## config.mk

```make
export PLATFORM = sky130hd
export DESIGN_NAME = ssd1306_spi_stream
export DESIGN_NICKNAME = d
export VERILOG_FILES = /design/src/rtl/ssd1306_spi_stream.sv
export SDC_FILE = /design/constraint.sdc
export NUM_CORES = 1
export LEC_CHECK = 0
export ABC_AREA = 1
export CAP_MARGIN = 20
export CORE_MARGIN = 5
export CORE_UTILIZATION = 45
export DETAILED_ROUTE_END_ITERATION = 6
export PLACE_DENSITY = 0.61
export SLEW_MARGIN = 25
export SYNTH_ARGS = -nofsm -noshare
export SYNTH_HDL_FRONTEND = slang
export SYNTH_SLANG_ARGS = --single-unit
export TNS_END_PERCENT = 30
```

## constraint.sdc

```tcl
create_clock -name clk -period 5.2 [get_ports clk]
set_input_delay 1.04 -clock clk [delete_from_list [all_inputs] [get_ports clk]]
set_output_delay 1.04 -clock clk [all_outputs]
set_load 0.005 [all_outputs]
```

## src/rtl/ssd1306_spi_stream.sv

```systemverilog
// SSD1306-class OLED streamer: power sequence, init list, then continuous frames from an
// external framebuffer with runtime commands between frames. Optional macro: OLED_ADDR_RESYNC_EN.
module ssd1306_spi_stream #(
    parameter int unsigned STARTUP_WAIT = 10000000,
    parameter int unsigned SCLK_DIV     = 1,
    parameter int unsigned COLS         = 128,
    parameter int unsigned PAGES        = 8,
    parameter int unsigned ADDR_W       = $clog2(COLS*PAGES)
) (
    input  logic              clk,
    input  logic              rst,
    output logic              io_sclk,
    output logic              io_sdin,
    output logic              io_cs,
    output logic              io_dc,
    output logic              io_reset,
    output logic [ADDR_W-1:0] fb_addr,
    input  logic [7:0]        fb_data,
    input  logic              cmd_valid,
    input  logic [7:0]        cmd_data,
    output logic              cmd_ready,
    output logic              init_done,
    output logic              frame_start,
    output logic              frame_done
);

    typedef enum logic [2:0] {
        POWER, LOAD_INIT, SEND, CHECK, GAP, FETCH, LOAD_DATA, LOAD_RESYNC
    } state_t;

    typedef enum logic [1:0] {K_INIT, K_CMD, K_DATA, K_RESYNC} kind_t;

    localparam int unsigned       DIV_W     = (SCLK_DIV > 1) ? $clog2(SCLK_DIV) : 1;
    localparam logic [DIV_W-1:0]  DIV_LAST  = DIV_W'(SCLK_DIV - 1);
    localparam logic [31:0]       WAIT_LAST = 32'(STARTUP_WAIT - 1);
    localparam logic [ADDR_W-1:0] LAST_ADDR = ADDR_W'(COLS*PAGES - 1);
    localparam logic [4:0]        INIT_LAST = 5'd22;

    state_t            state_q;
    kind_t             kind_q;
    logic [31:0]       pwr_cnt_q;
    logic [1:0]        pwr_phase_q;
    logic [4:0]        init_idx_q;
    logic [7:0]        shreg_q;
    logic [2:0]        bit_q;
    logic [DIV_W-1:0]  div_q;
    logic              half_q;
    logic              sclk_q, sdin_q, cs_q, dc_q, panel_rst_n_q;
    logic [ADDR_W-1:0] fb_addr_q;
    logic              cmd_ready_q, init_done_q, frame_start_q, frame_done_q;
`ifdef OLED_ADDR_RESYNC_EN
    logic [2:0]        rs_idx_q;
`endif

    logic       load_en;
    logic [7:0] load_byte;
    logic       load_dc;

    function automatic logic [7:0] init_rom(input logic [4:0] idx);
        case (idx)
            5'd0:  return 8'hAE;
            5'd1:  return 8'h81;
            5'd2:  return 8'h7F;
            5'd3:  return 8'hA6;
            5'd4:  return 8'h20;
            5'd5:  return 8'h00;
            5'd6:  return 8'hC8;
            5'd7:  return 8'h40;
            5'd8:  return 8'hA1;
            5'd9:  return 8'hA8;
            5'd10: return 8'(PAGES*8 - 1);
            5'd11: return 8'hD3;
            5'd12: return 8'h00;
            5'd13: return 8'hD5;
            5'd14: return 8'h80;
            5'd15: return 8'hD9;
            5'd16: return 8'h22;
            5'd17: return 8'hDB;
            5'd18: return 8'h20;
            5'd19: return 8'h8D;
            5'd20: return 8'h14;
            5'd21: return 8'hA4;
            default: return 8'hAF;
        endcase
    endfunction

`ifdef OLED_ADDR_RESYNC_EN
    function automatic logic [7:0] resync_rom(input logic [2:0] idx);
        case (idx)
            3'd0: return 8'h21;
            3'd1: return 8'h00;
            3'd2: return 8'(COLS - 1);
            3'd3: return 8'h22;
            3'd4: return 8'h00;
            default: return 8'(PAGES - 1);
        endcase
    endfunction
`endif

    // Every byte start (init, command, resync, data) shares one load path into SEND.
    always_comb begin
        load_en   = 1'b0;
        load_byte = '0;
        load_dc   = 1'b0;
        case (state_q)
            LOAD_INIT: begin
                load_en   = 1'b1;
                load_byte = init_rom(init_idx_q);
            end
            GAP: begin
                if (cmd_valid) begin
                    load_en   = 1'b1;
                    load_byte = cmd_data;
                end
            end
            LOAD_DATA: begin
                load_en   = 1'b1;
                load_byte = fb_data;
                load_dc   = 1'b1;
            end
`ifdef OLED_ADDR_RESYNC_EN
            LOAD_RESYNC: begin
                load_en   = 1'b1;
                load_byte = resync_rom(rs_idx_q);
            end
`endif
            default: ;
        endcase
    end

    always_ff @(posedge clk or posedge rst) begin
        if (rst) begin
            state_q       <= POWER;
            kind_q        <= K_INIT;
            pwr_cnt_q     <= '0;
            pwr_phase_q   <= '0;
            init_idx_q    <= '0;
            shreg_q       <= '0;
            bit_q         <= '0;
            div_q         <= '0;
            half_q        <= 1'b0;
            sclk_q        <= 1'b1;
            sdin_q        <= 1'b0;
            cs_q          <= 1'b1;
            dc_q          <= 1'b1;
            panel_rst_n_q <= 1'b1;
            fb_addr_q     <= '0;
            cmd_ready_q   <= 1'b0;
            init_done_q   <= 1'b0;
            frame_start_q <= 1'b0;
            frame_done_q  <= 1'b0;
`ifdef OLED_ADDR_RESYNC_EN
            rs_idx_q      <= '0;
`endif
        end else begin
            frame_start_q <= 1'b0;
            frame_done_q  <= 1'b0;
            cmd_ready_q   <= 1'b0;
            case (state_q)
                POWER: begin
                    if (pwr_cnt_q == WAIT_LAST) begin
                        pwr_cnt_q   <= '0;
                        pwr_phase_q <= pwr_phase_q + 2'd1;
                        case (pwr_phase_q)
                            2'd0:    panel_rst_n_q <= 1'b0;
                            2'd1:    panel_rst_n_q <= 1'b1;
                            default: begin
                                state_q <= LOAD_INIT;
                                cs_q    <= 1'b0;
                                dc_q    <= 1'b0;
                            end
                        endcase
                    end else begin
                        pwr_cnt_q <= pwr_cnt_q + 32'd1;
                    end
                end
                SEND: begin
                    if (div_q == DIV_LAST) begin
                        div_q <= '0;
                        if (!half_q) begin
                            sclk_q <= 1'b1;
                            half_q <= 1'b1;
                        end else if (bit_q == 3'd7) begin
                            state_q <= CHECK;
                            cs_q    <= 1'b1;
                        end else begin
                            sclk_q  <= 1'b0;
                            half_q  <= 1'b0;
                            sdin_q  <= shreg_q[6];
                            shreg_q <= {shreg_q[6:0], 1'b0};
                            bit_q   <= bit_q + 3'd1;
                        end
                    end else begin
                        div_q <= div_q + 1'b1;
                    end
                end
                CHECK: begin
                    case (kind_q)
                        K_INIT: begin
                            if (init_idx_q == INIT_LAST) begin
                                init_done_q <= 1'b1;
                                state_q     <= GAP;
                                cmd_ready_q <= 1'b1;
                            end else begin
                                init_idx_q <= init_idx_q + 5'd1;
                                state_q    <= LOAD_INIT;
                                cs_q       <= 1'b0;
                            end
                        end
                        K_DATA: begin
                            if (fb_addr_q == LAST_ADDR) begin
                                fb_addr_q    <= '0;
                                frame_done_q <= 1'b1;
                                state_q      <= GAP;
                                cmd_ready_q  <= 1'b1;
                            end else begin
                                fb_addr_q <= fb_addr_q + 1'b1;
                                state_q   <= FETCH;
                                cs_q      <= 1'b0;
                            end
                        end
`ifdef OLED_ADDR_RESYNC_EN
                        K_RESYNC: begin
                            cs_q <= 1'b0;
                            if (rs_idx_q == 3'd5) begin
                                rs_idx_q <= '0;
                                state_q  <= FETCH;
                            end else begin
                                rs_idx_q <= rs_idx_q + 3'd1;
                                state_q  <= LOAD_RESYNC;
                            end
                        end
`endif
                        default: begin
                            state_q     <= GAP;
                            cmd_ready_q <= 1'b1;
                        end
                    endcase
                end
                GAP: begin
                    if (cmd_valid) begin
                        kind_q <= K_CMD;
                    end else begin
                        fb_addr_q <= '0;
                        cs_q      <= 1'b0;
`ifdef OLED_ADDR_RESYNC_EN
                        rs_idx_q  <= '0;
                        state_q   <= LOAD_RESYNC;
`else
                        state_q   <= FETCH;
`endif
                    end
                end
                FETCH:       state_q <= LOAD_DATA;
                LOAD_INIT:   kind_q  <= K_INIT;
                LOAD_RESYNC: kind_q  <= K_RESYNC;
                LOAD_DATA: begin
                    kind_q        <= K_DATA;
                    frame_start_q <= (fb_addr_q == '0);
                end
                default: ;
            endcase
            if (load_en) begin
                shreg_q <= load_byte;
                sdin_q  <= load_byte[7];
                sclk_q  <= 1'b0;
                cs_q    <= 1'b0;
                dc_q    <= load_dc;
                bit_q   <= '0;
                div_q   <= '0;
                half_q  <= 1'b0;
                state_q <= SEND;
            end
        end
    end

    assign io_sclk     = sclk_q;
    assign io_sdin     = sdin_q;
    assign io_cs       = cs_q;
    assign io_dc       = dc_q;
    assign io_reset    = panel_rst_n_q;
    assign fb_addr     = fb_addr_q;
    assign cmd_ready   = cmd_ready_q;
    assign init_done   = init_done_q;
    assign frame_start = frame_start_q;
    assign frame_done  = frame_done_q;

endmodule

```

==> impl_metrics.csv, run 1 <==
group,metric,value,unit
floorplan,rows,37,
logic_synthesis,yosysTopAreaCellShare,36.76,%
logic_synthesis,synth-xor-area-share,2.757,%
critical_path,r2r-start,"state_q[0]$_DFFE_PP0P_",
logic_synthesis,synth_fa_ha_area_share,4.464,%
sta,tightest_slew,793.1,ps
outcome,status,"complete, no violations",
clock_tree,cts.htree.levels,3,
min_path,holdCritPathClass,"register to register",
min_path,hold_path_depth,1,
floorplan,core_area,10320,um^2
floorplan,die_h,112.9,um
pwr,leakagePower,2.472,nW
min_path,hold_path.startpoint,"half_q$_DFFE_PP0P_",
critical_path,crit_type,"register to output port",
sta,setup_violations,0,
logic_synthesis,synth_nets,704,
logic_synthesis,ys.flop_type,"dfrtp_1",
critical_path,rr_worst_depth,5,
critical_path,cp.required,4160,ps
global_routing,grt_max_degree,39,
logic_synthesis,avgSynthCellArea,7.133,um^2
clock_tree,cts.sinks,74,
critical_path,endpoint_kind,"output port",
logic_synthesis,synth-compound-area-share,9.112,%
clock_tree,cts_resized,0,
sta,min_period,2457,ps
global_routing,grt_usage,19.89,%
logic_synthesis,syn-instance-count,668,
logic_synthesis,synth-simple-area-share,37.05,%
min_path,min_to,"io_sclk$_DFFE_PP1P_",
clock_tree,cts_buffers,9,
critical_path,cp-start-kind,"register",
logic_synthesis,ys_top_cells_by_count,"nand2_1 (172), nor2_1 (93), inv_1 (77)",
sta,setup_tns,0,ps
logic_synthesis,synth_top_family_by_area,"simple AND/OR/NAND/NOR gates",
floorplan,die_w,112.9,um
logic_synthesis,yosysWarnings,0,
global_routing,antenna_found_initial,0,
sta,finalMaxSlewViolations,0,
pwr,power.total,2.157,mW
pwr,p_per_area,394.6,nW/um^2
critical_path,worst-endpoint-arrival,1420,ps
floorplan,start_util,46.15,%
logic_synthesis,synth-edff-count,0,
cells_and_area,utilization,52.96,%
logic_synthesis,post-synth-top-count-cell,"nand2_1",
place,io_buffers,37,
critical_path,critPathMaxStageDelay,570,ps
cells_and_area,area_growth,14.76,%
sta,timing.fmax,407.0,MHz
logic_synthesis,synth_area_leader_cell,"dfrtp_1",
route,drt-vias-per-instance,5.178,
clock_tree,clkTransAtPathRegs,80,ps
global_routing,grt_pass1_wl,20720,um
route,wl_per_cell,14.34,um
clock_tree,cts_tree,"yes",
cells_and_area,layout-drive-gt1-share,6.452,%
critical_path,r2r_setup_slack,2970,ps
route,via_count,4396,
floorplan,ios,38,
place,hpwl,9408,um
route,antenna_left,0,
clock_tree,insertion_delay,350,ps
logic_synthesis,synthTopCellsByArea,"dfrtp_1 (37%), nand2_1 (14%), nor2_1 (7.3%)",
logic_synthesis,async_reset_ff_share,100.0,%
sta,timing.final.hold_violations,0,
route,drc,0,
clock_tree,cts_max_path_buffers,2,
sta,period_share,47.25,%
clock_tree,cts-hold-fix-buffers,0,
logic_synthesis,synthDistinctLibCells,40,
critical_path,worstPathCellList,"clkdlybuf4s50_1",
global_routing,first_global_vias,4370,
run,drv_cap,0,
place,gp_congestion,0.8962,
critical_path,timing.critical_path.buf_inv,1,
global_routing,overflow,0,
critical_path,critPathMaxFanout,2,
logic_synthesis,synth.ff_latch_count,74,
clock_tree,root_buffer,"clkbuf_8",
floorplan,die_area,12750,um^2
logic_synthesis,synthMuxAreaShare,0,%
route,drt_first_pass_iters,5,
sta,rsz0062_at_grt,"no",
sta,skew,10.53,ps
logic_synthesis,yosysSeqAreaShare,38.97,%
logic_synthesis,synth_area,4765,um^2
critical_path,cp_slowest_cell,"dfstp_2",
critical_path,critPathTopFamily,"flip-flops",
clock_tree,cts_setup_buffers,0,
route,totalWireLength,12170,um
sta,slew-limit-headroom,47.05,%
pwr,vdd_drop_max,0.1906,mV
cells_and_area,n_antenna_cell,0,
critical_path,reg2reg_to,"pwr_phase_q[0]$_DFFE_PP0P_",
cells_and_area,fin_nets,745,
route,drt_first_iter_violations,219,
layout make-up:
class	count	area, um^2
inverter	83	311.5
clock inverter	5	80.08
multi-input combinational	503	2544
tap	136	170.2
sequential	74	1857
clock buffer	10	127.6
timing repair buffer	38	377.9
fill	1057	4856
placed cells by master, fill, tap and decap left out, types with 3 or more instances in the layout:
master,netlist,routed
nor2_4,5,5
o211ai_1,3,3
inv_2,3,4
clkbuf_8,0,9
nand4_1,13,13
a31oi_1,3,3
inv_1,77,76
a21oi_1,22,22
nor2_2,3,3
dfstp_2,4,4
o22ai_1,3,3
clkinv_1,3,3
nand3_1,59,59
clkdlybuf4s50_1,0,37
xor2_1,15,15
nand3_2,5,5
nand2_2,3,3
dfrtp_1,70,70
nand2_1,172,172
o21ai_0,39,39
nor3_1,25,25
ha_1,17,17
nor3b_1,3,3
nor2_1,93,93
o21bai_1,3,3
state kept, by name, summed over array words and instances, names as in the netlist, 2 cells and up:
signal	cells
pwr_phase_q	2
init_idx_q	5
fb_addr	10
bit_q	3
kind_q	2
pwr_cnt_q	32
shreg_q	7
state_q	3
per-layer routing:
layer / up-vias / routed length (um) / global-route usage [%]
met5: - / 0 / 0
met4: 0 / 221 / 6.971
met1: 2059 / 5476 / 24.67
met3: 21 / 326 / 3.316
met2: 67 / 6149 / 34.91
li1: 2249 / - / -
cell families (layout without fill, tap and decap cells):
family,count (synthesis),after routing
adder cells (fa/ha/maj),17,17
flip-flops,74,74
AO/OA/AOI/OAI,79,79
buffers and inverters,91,136
XOR/XNOR,15,15
AND/OR/NAND/NOR,392,392
per-stage QoR:
step / worst slack (ps) / cells / cell area, um^2 / hold slack [ps]
floorplan: 2285 / 668 / 4765 / 443.8
global placement: 2607 / 834 / 5260 / 457.8
detailed placement: 2586 / 834 / 5260 / 469.2
CTS: 2715 / 849 / 5468 / 478.5
global route: 2707 / 849 / 5468 / 509.5
finish: 2743 / 849 / 5468 / 472.2
worst max-delay path by stage:
stage                                  from                    to  cells after the start
final                     io_dc$_DFFE_PP1P_                 io_dc                      1
after global routing      io_dc$_DFFE_PP1P_                 io_dc                      1
after CTS                 io_dc$_DFFE_PP1P_                 io_dc                      1
after detailed placement                rst   io_sclk$_DFFE_PP1P_                      3
after global placement                  rst   io_sclk$_DFFE_PP1P_                      3
after floorplan                         rst  bit_q[0]$_DFFE_PP0P_                      1
power breakdown:
group	switching (mW)	internal [mW]
clock	0.215	0.267
combinational	0.515	0.302
sequential	0.148	0.711
total	0.878	1.28
Note: power is estimated with default switching activity, not from simulation.
==> run 2, diff against run 1 <==
Settings changed: PLACE_DENSITY 0.61 to 0.64.
Clock period 5.2 ns to 2 ns, I/O delays scaled along.
==> run 2 against run 1 <==
Effect of this change: via count rose by 5.0%; wire length rose by 3.8%; critical path depth did not move; critical path type unchanged; highest routed layer unchanged.
==> impl_metrics.csv, run 2 (synthesis results as in run 1) <==
group,metric,value,unit
sta,period_share,92.74,%
critical_path,cp_slowest_cell,"dfstp_2",
critical_path,critPathMaxStageDelay,580,ps
clock_tree,root_buffer,"clkbuf_8",
cells_and_area,n_antenna_cell,0,
floorplan,rows,37,
route,antenna_left,0,
sta,tightest_slew,551.9,ps
critical_path,worstPathCellList,"clkdlybuf4s50_1",
floorplan,die_area,12750,um^2
pwr,leakagePower,2.589,nW
clock_tree,clkTransAtPathRegs,80,ps
clock_tree,cts_max_path_buffers,2,
route,drt_first_pass_iters,7,
critical_path,cp-start-kind,"register",
cells_and_area,seq_area,1857,um^2
clock_tree,insertion_delay,370,ps
place,hpwl,9690,um
sta,skew,10.36,ps
place,gp_congestion,0.9479,
route,drt-vias-per-instance,5.307,
route,totalWireLength,12640,um
cells_and_area,final_cell_mix,"nand2_1 (171), nor2_1 (93), inv_1 (76)",
cells_and_area,final_common_cell,"nand2_1",
cells_and_area,top_register,"pwr_cnt_q",
floorplan,core_area,10320,um^2
critical_path,critPathTopFamily,"flip-flops",
pwr,vdd_drop_max,0.6595,mV
floorplan,die_w,112.9,um
sta,timing.fmax,539.1,MHz
cells_and_area,largest_reg_flops,32,
outcome,status,"complete, no violations",
global_routing,grt_pass1_wl,21780,um
cells_and_area,fin_nets,765,
route,drt_first_iter_violations,343,
critical_path,critPathMaxFanout,2,
sta,rsz0062_at_grt,"no",
global_routing,overflow,0,
sta,timing.final.hold_violations,0,
critical_path,crit_type,"register to output port",
route,met2_wirelength,6000,um
cells_and_area,area_growth,19.30,%
critical_path,timing.critical_path.buf_inv,1,
route,via_count,4617,
cells_and_area,multi_input_area,2546,um^2
sta,setup_tns,0,ps
clock_tree,cts_tree,"yes",
route,dr_wl_met3,663,um
clock_tree,cts_buffers,9,
cells_and_area,utilization,55.06,%
global_routing,antenna_found_initial,0,
critical_path,endpoint_kind,"output port",
route,wl_met1,5593,um
sta,timing.final.ws_setup,145.1,ps
route,wl_per_cell,14.53,um
place,place_ws,202.3,ps
run,drv_cap,0,
floorplan,start_util,46.15,%
sta,slew-limit-headroom,62.92,%
sta,hold-worst-slack,401.5,ps
floorplan,ios,38,
critical_path,r2r_setup_slack,170,ps
sta,finalMaxSlewViolations,0,
clock_tree,cts-hold-fix-buffers,0,
cells_and_area,layout-drive-gt1-share,9.537,%
floorplan,die_h,112.9,um
place,io_buffers,37,
min_path,holdCritPathClass,"input port to asynchronous set/reset pin",
global_routing,grt_usage,20.91,%
route,highest-signal-layer,"met4",
route,drc,0,
global_routing,grt_max_degree,21,
pwr,p_per_area,1039,nW/um^2
pwr,power.total,5.904,mW
sta,setup_violations,0,
global_routing,first_global_vias,4661,
clock_tree,cts.htree.levels,3,
critical_path,worst-endpoint-arrival,1450,ps
critical_path,cp.required,1600,ps
clock_tree,cts.sinks,74,
sta,min_period,1855,ps
cells_and_area,fill_cells,1010,
run 2: cell types whose count changed in the layout (fill, tap and decap cells not counted), sizes merged:
cell and change:
buf +20, clkinv -1, clkinvlp +2
run 2: stage by stage:
| stage | cell area (um^2) | cells |
|---|---|---|
| 2_1_floorplan | 4768 | 668 |
| 5_1_grt | 5684 | 870 |
| 3_5_place_dp | 5429 | 851 |
| 3_3_place_gp | 5429 | 851 |
| 4_1_cts | 5655 | 867 |
| 6_report | 5684 | 870 |
run 2: power by group:
part           leakage [nW]  internal, mW  switching, mW
clock network         0.109         0.739          0.643
logic                  1.51         0.903           1.44
registers             0.972          1.85          0.334
total                  2.59          3.49           2.41
run 2: timing repair:
item                                    in CTS  in global routing
endpoints found under the setup margin       0                  2
gates resized for setup                      0                  2
buffers inserted                             0                  3
run 2: path summary, 6_finish.rpt:
check,from,end,cells past startpoint
worst min-delay path,rst,fb_addr[3]$_DFFE_PP0P_,2
worst min register to register,io_cs$_DFFE_PP1P_,io_cs$_DFFE_PP1P_,2
max in group asynchronous,rst,io_sclk$_DFFE_PP1P_,3
worst max-delay path,io_dc$_DFFE_PP1P_,io_dc,1
min in group clk,io_cs$_DFFE_PP1P_,io_cs$_DFFE_PP1P_,2
worst max register to register,pwr_cnt_q[1]$_DFFE_PP0P_,pwr_cnt_q[16]$_DFFE_PP0P_,6
run 2: final cells by class:
class / count / area share (%)
multi-input cells: 503 / 44.79
inverters: 83 / 5.613
clock inverters: 6 / 1.563
well taps: 136 / 2.994
repair buffers: 58 / 9.949
flip-flops and latches: 74 / 32.67
clock buffers: 10 / 2.421
run 2: routing by layer:
metal | GRT usage, % | up-vias
met4 | 9.936 | 0
met3 | 3.476 | 33
met2 | 34.83 | 140
met5 | 0 | -
met1 | 26.43 | 2151
li1 | - | 2293
==> run 3, diff against run 2 <==
Settings changed: CORE_MARGIN 5 to default, CTS_CLUSTER_SIZE from default to 20.
==> run 3 against run 2 <==
Effect of this change: combinational power down 3%; global-route usage up 1.9 points; die area down 14%; worst hold slack worse by 42 ps; critical path type unchanged; clock skew down 0.86 ps; fmax up 1.7%; setup slack better by 30 ps; largest power group unchanged; clock power down 12%; largest cell class unchanged; utilization down 0.59 points.
==> impl_metrics.csv, run 3 (synthesis results as in run 1) <==
group,metric,value,unit
critical_path,crit_type,"register to output port",
critical_path,cp-start-kind,"register",
route,drt_first_pass_iters,5,
route,wl_per_cell,13.65,um
cells_and_area,area_growth,17.49,%
sta,timing.final.hold_violations,0,
clock_tree,clkTransAtPathRegs,80,ps
global_routing,grt_pass1_wl,20020,um
global_routing,overflow,0,
floorplan,die_area,11000,um^2
critical_path,timing.critical_path.buf_inv,1,
clock_tree,cts_resized,0,
route,via_count,4445,
cells_and_area,final_cell_mix,"nand2_1 (172), nor2_1 (93), inv_1 (76)",
sta,setup_violations,0,
critical_path,reg2reg_to,"io_reset$_DFFE_PP1P_",
sta,rsz0062_at_grt,"no",
sta,tightest_slew,523.4,ps
critical_path,crit_cells,1,
clock_tree,cts.sinks,74,
sta,setup_tns,0,ps
cells_and_area,layout-drive-gt1-share,8.368,%
clock_tree,cts_max_path_buffers,2,
cells_and_area,top_register,"pwr_cnt_q",
critical_path,cp_slowest_cell,"dfstp_2",
route,drt_first_iter_violations,196,
critical_path,r2r-start,"pwr_cnt_q[27]$_DFFE_PP0P_",
floorplan,die_h,104.9,um
clock_tree,cts-hold-fix-buffers,0,
route,drt-vias-per-instance,5.139,
floorplan,rows,37,
critical_path,endpoint_kind,"output port",
route,totalWireLength,11810,um
clock_tree,cts_buffers,9,
cells_and_area,fin_nets,760,
pwr,vdd_drop_max,0.5375,mV
floorplan,ios,38,
place,hpwl,9162,um
global_routing,first_global_vias,4320,
critical_path,worst-endpoint-arrival,1420,ps
critical_path,r2r_setup_slack,230,ps
sta,min_period,1825,ps
clock_tree,cts_setup_buffers,0,
sta,hold-worst-slack,359.8,ps
global_routing,antenna_found_initial,0,
floorplan,die_w,104.9,um
global_routing,grt_max_degree,42,
pwr,p_per_area,1012,nW/um^2
pwr,leakagePower,2.551,nW
outcome,status,"complete, no violations",
critical_path,critPathMaxStageDelay,570,ps
cells_and_area,final_common_cell,"nand2_1",
route,antenna_left,0,
cells_and_area,largest_reg_flops,32,
run,drv_cap,0,
route,drc,0,
floorplan,core_area,10280,um^2
critical_path,rr_worst_depth,8,
clock_tree,insertion_delay,360,ps
min_path,holdCritPathClass,"input port to asynchronous set/reset pin",
sta,skew,9.501,ps
cells_and_area,utilization,54.47,%
sta,slew-limit-headroom,64.74,%
clock_tree,root_buffer,"clkbuf_8",
global_routing,grt_usage,22.79,%
place,gp_congestion,0.9062,
critical_path,critPathMaxFanout,2,
clock_tree,cts.htree.levels,3,
critical_path,cp.required,1600,ps
cells_and_area,fill_cells,1037,
sta,finalMaxSlewViolations,0,
floorplan,start_util,46.36,%
critical_path,worstPathCellList,"clkdlybuf4s50_1",
critical_path,critPathTopFamily,"flip-flops",
clock_tree,cts_tree,"yes",
sta,period_share,91.23,%
cells_and_area,n_antenna_cell,0,
place,io_buffers,37,
sta,timing.fmax,548.1,MHz
## run 3: cell count changes in the layout (fill, tap and decap cells not counted), sizes merged
cell	change
clkinv	+2
buf	-5
bufinv	-1
clkinvlp	-2
inv	-1
clkbuf	+2
## run 3: area by class of cell
cell class | instances | area [um^2] | share of cell area [%]
multi-input combinational | 503 | 2544 | 45.44
sequential | 74 | 1857 | 33.17
timing repair buffer | 53 | 515.5 | 9.209
inverter | 83 | 315.3 | 5.633
tap | 136 | 170.2 | 3.040
clock buffer | 12 | 145.1 | 2.593
clock inverter | 4 | 51.30 | 0.9164
## run 3: worst max path at each step
stage / startpoint / end / slack, ps
floorplan: init_idx_q[0]$_DFFE_PP0P_ / init_idx_q[3]$_DFFE_PP0P_ / 470
global placement: cmd_valid / fb_addr[7]$_DFFE_PP0P_ / 220
detailed placement: cmd_valid / fb_addr[7]$_DFFE_PP0P_ / 190
CTS: io_dc$_DFFE_PP1P_ / io_dc / 160
global route: state_q[1]$_DFFE_PP0P_ / fb_addr[5]$_DFFE_PP0P_ / 50
finish: io_dc$_DFFE_PP1P_ / io_dc / 180
## run 3: per-stage QoR
| step | setup slack (ps) | power, mW | std cells | instance area (um^2) |
|---|---|---|---|---|
| global route | 46.58 | 6.112 | 865 | 5598 |
| floorplan | 468.8 | 3.696 | 668 | 4768 |
| CTS | 161.3 | 5.700 | 865 | 5598 |
| finish | 175.5 | 5.664 | 865 | 5598 |
| global placement | 216.7 | 4.442 | 849 | 5401 |
| detailed placement | 186.1 | 4.487 | 849 | 5401 |
## run 3: per-layer routing
layer	share of wire (%)	up-vias	GRT usage, %
met5	0	-	0
met4	2.4	0	9.356
met3	2.9	21	2.870
met2	49	82	38.55
met1	46	2067	29.47
li1	-	2275	-
## run 3: power breakdown
part	switching, mW	internal [mW]
logic	1.40	0.881
registers	0.328	1.85
clock network	0.594	0.612
total	2.32	3.34
